$ cat config.mk
export PLATFORM = sky130hd
export DESIGN_NAME = reg_write_arbiter
export DESIGN_NICKNAME = d
export VERILOG_FILES = /design/src/rtl/reg_write_arbiter.sv
export SDC_FILE = /design/constraint.sdc
export NUM_CORES = 1
export LEC_CHECK = 0
export ABC_AREA = 1
export CAP_MARGIN = 20
export CORE_MARGIN = 1
export CORE_UTILIZATION = 39
export DETAILED_ROUTE_END_ITERATION = 8
export GPL_TIMING_DRIVEN = 0
export PLACE_DENSITY = 0.81
export SLEW_MARGIN = 20
export SYNTH_ARGS = -nofsm -noshare
export SYNTH_HDL_FRONTEND = slang
export SYNTH_SLANG_ARGS = --single-unit
$ cat constraint.sdc
create_clock -name clock -period 1.74 [get_ports clock]
set_input_delay 0.261 -clock clock [delete_from_list [all_inputs] [get_ports clock]]
set_output_delay 0.261 -clock clock [all_outputs]
set_load 0.005 [all_outputs]
$ cat src/rtl/reg_write_arbiter.sv
// rtl/reg_write_arbiter.sv - round-robin write-port controller for one shared register
module reg_write_arbiter #(
  parameter int N_REQ = 4,
  parameter int WIDTH = 32
) (
  input  logic                   clock,
  input  logic                   reset,
  input  logic [N_REQ-1:0]       req,
  input  logic [N_REQ*WIDTH-1:0] wdata,
  output logic [N_REQ-1:0]       gnt,
  output logic [WIDTH-1:0]       q,
  output logic                   busy,
  output logic [1:0]             last_id
);

  typedef enum logic {ARB, WRITE} state_t;

  state_t             state;
  state_t             state_nxt;
  logic [1:0]         ptr;
  logic [1:0]         ptr_nxt;
  logic [1:0]         win_id;
  logic [1:0]         win_id_nxt;
  logic [1:0]         last_id_nxt;
  logic [N_REQ-1:0]   gnt_nxt;
  logic               busy_nxt;
  logic [WIDTH-1:0]   q_nxt;

  logic [1:0]         rr_winner;
  logic               rr_found;
  logic [1:0]         rr_cand;

  logic [WIDTH-1:0]   word [N_REQ];

  // Split the packed write-data bus into one word per requester.
  for (genvar g = 0; g < N_REQ; g++) begin : g_unpack
    assign word[g] = wdata[g*WIDTH +: WIDTH];
  end

  // Round-robin search: first requesting index at or after ptr, wrapping.
  always_comb begin
    rr_winner = ptr;
    rr_found  = 1'b0;
    rr_cand   = '0;
    for (int i = 0; i < N_REQ; i++) begin
      rr_cand = ptr + 2'(i);
      if (!rr_found && req[rr_cand]) begin
        rr_winner = rr_cand;
        rr_found  = 1'b1;
      end
    end
  end

  // Next-state and next-output logic; everything holds unless a transition fires.
  always_comb begin
    state_nxt   = state;
    ptr_nxt     = ptr;
    win_id_nxt  = win_id;
    last_id_nxt = last_id;
    gnt_nxt     = gnt;
    busy_nxt    = busy;
    q_nxt       = q;
    case (state)
      ARB: begin
        if (rr_found) begin
          gnt_nxt            = '0;
          gnt_nxt[rr_winner] = 1'b1;
          busy_nxt           = 1'b1;
          win_id_nxt         = rr_winner;
          state_nxt          = WRITE;
        end
      end
      WRITE: begin
        // req is deliberately ignored here: the winner is written even if it dropped.
        q_nxt       = word[win_id];
        last_id_nxt = win_id;
        ptr_nxt     = win_id + 2'd1;
        gnt_nxt     = '0;
        busy_nxt    = 1'b0;
        state_nxt   = ARB;
      end
      default: begin
        state_nxt = ARB;
      end
    endcase
  end

  // State and output registers; reset aborts any transfer in flight.
  always_ff @(posedge clock or negedge reset) begin
    if (!reset) begin
      state   <= ARB;
      ptr     <= '0;
      win_id  <= '0;
      last_id <= '0;
      gnt     <= '0;
      busy    <= 1'b0;
      q       <= '0;
    end else begin
      state   <= state_nxt;
      ptr     <= ptr_nxt;
      win_id  <= win_id_nxt;
      last_id <= last_id_nxt;
      gnt     <= gnt_nxt;
      busy    <= busy_nxt;
      q       <= q_nxt;
    end
  end

endmodule

==> metrics.txt <==
# TYPE chip_impl_metric gauge
chip_impl_metric{name="critical_path_buf_inv_count",unit=""} 3
chip_impl_metric{name="antenna_violations_before_repair",unit=""} 0
chip_impl_metric{name="syn_nets",unit=""} 576
chip_impl_metric{name="postSynthRegisterBits",unit=""} 44
chip_impl_metric{name="maxcap_violations",unit=""} 0
chip_impl_metric{name="coreArea",unit="mm2"} 0.00769
chip_impl_metric{name="top_level_ports",unit=""} 173
chip_impl_metric{name="netlist_area",unit="mm2"} 0.00308
chip_impl_metric{name="synth-edff-count",unit=""} 0
chip_impl_info{name="critPathSlowestCell",value="sky130_fd_sc_hd__dfrtp_1"} 1
chip_impl_metric{name="final-max-slew-violation-count",unit=""} 0
chip_impl_metric{name="deepest_level_of_the_cts_h_tree",unit=""} 2
chip_impl_metric{name="min_period_over_period",unit=""} 0.943
chip_impl_metric{name="areaGrowthSynthToFinish",unit="%"} 64.0
chip_impl_info{name="synthTopCellsByCount",value="sky130_fd_sc_hd__nor2_1 (164), sky130_fd_sc_hd__o21ai_0 (66), sky130_fd_sc_hd__dfrtp_1 (44), sky130_fd_sc_hd__nand2_1 (38), sky130_fd_sc_hd__a31oi_1 (32)"} 1
chip_impl_metric{name="cts_inserted_buffers",unit=""} 5
chip_impl_metric{name="synthesis.yosys.warnings",unit=""} 0
chip_impl_metric{name="syn-instance-count",unit=""} 442
chip_impl_metric{name="synth_seq_area_share",unit=""} 0.357
chip_impl_metric{name="totalWireLength",unit="um"} 11200
chip_impl_metric{name="gp_routability_congestion",unit=""} 0.899
chip_impl_metric{name="avgSynthCellArea",unit="um2"} 6.98
chip_impl_metric{name="maxSlewHeadroom",unit=""} 0.643
chip_impl_info{name="highest_layer",value="met4"} 1
chip_impl_metric{name="fp.dieW",unit="um"} 90.9
chip_impl_info{name="root_buffer",value="sky130_fd_sc_hd__clkbuf_8"} 1
chip_impl_metric{name="critPathMaxStageDelay",unit="ns"} 0.38
chip_impl_metric{name="worstMarginPinSlew",unit="ns"} 0.535
chip_impl_metric{name="power_density",unit="mW/mm2"} 1630
chip_impl_metric{name="post-route-min-period",unit="ns"} 1.64
chip_impl_metric{name="r2r_setup_slack",unit="ns"} 0.1
chip_impl_metric{name="fillerInstances",unit=""} 671
chip_impl_info{name="tritoncts",value="built"} 1
chip_impl_metric{name="fin_nets",unit=""} 757
chip_impl_metric{name="n_antenna_cell",unit=""} 0
chip_impl_info{name="timing.critical_path.cells",value="buf_6 > inv_4 > nand2_1 > nand2_4 > nand2_2 > nand2_4 > nand3_4 > o21ai_4 > inv_2 > nand4_1 > nand2_1"} 1
chip_impl_info{name="yosys.area.top_type",value="sky130_fd_sc_hd__dfrtp_1"} 1
chip_impl_metric{name="globalRouteOverflowTotal",unit=""} 0
chip_impl_info{name="min_path_type",value="in2async"} 1
chip_impl_metric{name="timing.fmax",unit="MHz"} 609
chip_impl_metric{name="setup_violations",unit=""} 0
chip_impl_metric{name="share_of_the_synthesized_area_in_the_top_cell_type",unit=""} 0.357
chip_impl_metric{name="worstPathArrival",unit="ns"} 1.83
chip_impl_info{name="most_common_cell_in_the_netlist",value="sky130_fd_sc_hd__nor2_1"} 1
chip_impl_metric{name="drt_first_iter_violations",unit=""} 250
chip_impl_metric{name="grt_pass1_vias",unit=""} 3569
chip_impl_metric{name="numPortBuffers",unit=""} 172
chip_impl_metric{name="start_util",unit=""} 0.401
chip_impl_metric{name="detail_route.drc_violations",unit=""} 0
chip_impl_metric{name="finalHoldWorstSlack",unit="ns"} 0.425
chip_impl_metric{name="clock_tree.buffer_depth",unit=""} 2
chip_impl_metric{name="multi_input_area",unit="mm2"} 0.00180
chip_impl_metric{name="clk-insertion-delay-late",unit="ns"} 0.30
chip_impl_metric{name="routed-wl-met2",unit="um"} 5720
chip_impl_metric{name="layout.area.seq",unit="mm2"} 0.00110
chip_impl_metric{name="path_clk_slew",unit="ns"} 0.09
chip_impl_info{name="status",value="finished, final reports clean"} 1
chip_impl_metric{name="numClockSinks",unit=""} 44
chip_impl_info{name="dominantRegCellSynth",value="sky130_fd_sc_hd__dfrtp_1"} 1
chip_impl_metric{name="vias_per_cell",unit=""} 5.14
chip_impl_metric{name="post_synthesis_cell_type_count",unit=""} 29
chip_impl_metric{name="m1WireLength",unit="um"} 4200
chip_impl_metric{name="grt_util_all_layers",unit=""} 0.269
chip_impl_info{name="post_synth_main_area_contributors",value="sky130_fd_sc_hd__dfrtp_1 (36%), sky130_fd_sc_hd__nor2_1 (20%), sky130_fd_sc_hd__o21ai_0 (11%)"} 1
chip_impl_metric{name="core.rowCount",unit=""} 32
chip_impl_metric{name="die_height",unit="um"} 90.9
chip_impl_metric{name="hold_viol_final",unit=""} 0
chip_impl_metric{name="largest_net_degree_at_the_start_of_global_routing",unit=""} 29
chip_impl_metric{name="total_die_area",unit="mm2"} 0.00826
chip_impl_metric{name="power.leakage",unit="uW"} 0.00211
chip_impl_metric{name="postRouteAntennaNets",unit=""} 0
chip_impl_metric{name="wire_per_inst",unit="um"} 15.4
chip_impl_metric{name="drive_gt1_frac",unit=""} 0.0979
chip_impl_metric{name="async_reset_ff_frac",unit=""} 1.00
chip_impl_metric{name="drt_pass1_iterations",unit=""} 4
chip_impl_metric{name="max-vdd-ir-drop",unit="uV"} 797
chip_impl_metric{name="worst-path-max-fanout",unit=""} 8
chip_impl_metric{name="met3_length",unit="um"} 1010
chip_impl_metric{name="grt_first_pass_wirelength",unit="um"} 17400
chip_impl_metric{name="clock_skew",unit="ns"} 0.00969
chip_impl_info{name="criticalPathCategory",value="reg2reg"} 1
chip_impl_metric{name="dp.final_hpwl",unit="um"} 8990
chip_impl_metric{name="worstPathRequired",unit="ns"} 1.93
chip_impl_metric{name="setup_total_negative_slack",unit="ns"} 0
chip_impl_info{name="setup.worst_path.start_class",value="register"} 1
chip_impl_info{name="critical_path.endpoint_type",value="register"} 1
chip_impl_info{name="timing.critical_path.max_delay_family",value="simple AND/OR/NAND/NOR gates"} 1
chip_impl_metric{name="num_vias",unit=""} 3729
==> cells by family (layout without fill, tap and decap cells) <==
family / after synthesis / after routing / synth area share
simple gates: 252 / 252 / 0.394
compound gates: 103 / 103 / 0.186
flops: 44 / 44 / 0.357
buf+inv: 42 / 223 / 0.0601
xor+xnor: 1 / 1 / 0.00284
==> metrics by stage <==
step	worst slack, ns	total power, uW	std cells	area [um2]	utilization
floorplan	0.238	5390	442	3080	-
global placement	-0.797	7400	716	4930	0.642
detailed placement	-0.107	7560	717	4950	0.644
CTS	0.00703	8190	725	5030	0.655
global route	-0.0000624	8910	725	5050	0.658
finish	0.0985	8250	725	5050	0.658
==> final timing paths <==
kind                                    startpoint  depth (start not counted)            endpoint
min in group clock              gnt[1]$_DFFE_PN0P_                          2  gnt[1]$_DFFE_PN0P_
worst max-delay path            ptr[1]$_DFFE_PN0P_                         11  gnt[3]$_DFFE_PN0P_
worst min register to register  gnt[1]$_DFFE_PN0P_                          2  gnt[1]$_DFFE_PN0P_
max in group asynchronous                    reset                          3  ptr[0]$_DFFE_PN0P_
worst min-delay path                         reset                          2   q[23]$_DFFE_PN0P_
worst max register to register  ptr[1]$_DFFE_PN0P_                         11  gnt[3]$_DFFE_PN0P_
==> registers in the layout, indices dropped and copies added, names as in the netlist <==
signal   count
ptr          2
win_id       2
gnt          4
q           32
state        1
busy         1
last_id      2
==> report_power, final <==
part	internal, uW	switching [uW]
clock network	274	357
logic	2480	3250
registers	1550	346
total	4300	3950
==> repair_timing <==
| action | in CTS | in global routing |
|---|---|---|
| buffers inserted | 0 | 1 |
| hold buffers | 1 | 0 |
| resized for setup | 0 | 12 |
| setup endpoints to repair | 0 | 35 |
| endpoints found under the hold margin | 16 | 0 |
==> layout make-up <==
cell class                 count  share of cell area
sequential                    44               0.218
tap                          102              0.0252
inverter                      11             0.00866
multi-input combinational    356               0.356
timing repair buffer         175               0.347
clock buffer                   6              0.0144
buffer                        30              0.0297
clock inverter                 1            0.000990
==> layout by cell type, fill, tap and decap left out, drive strengths merged <==
cell type      count
a21oi              2
a31oi             32
buf               11
clkbuf            28
clkdlybuf4s50    171
clkinv             1
dfrtp             44
dlygate4sd3        1
inv               11
nand2             63
nand3             16
nand4              6
nor2             166
nor3               1
o21ai             68
o21bai             1
xnor2              1
==> layer usage <==
| metal | GRT usage | up-vias |
|---|---|---|
| li1 | - | 1814 |
| met1 | 0.301 | 1759 |
| met2 | 0.480 | 136 |
| met3 | 0.0901 | 20 |
| met4 | 0.0873 | 0 |
| met5 | 0 | - |
Power figures use the tool's default switching activity.
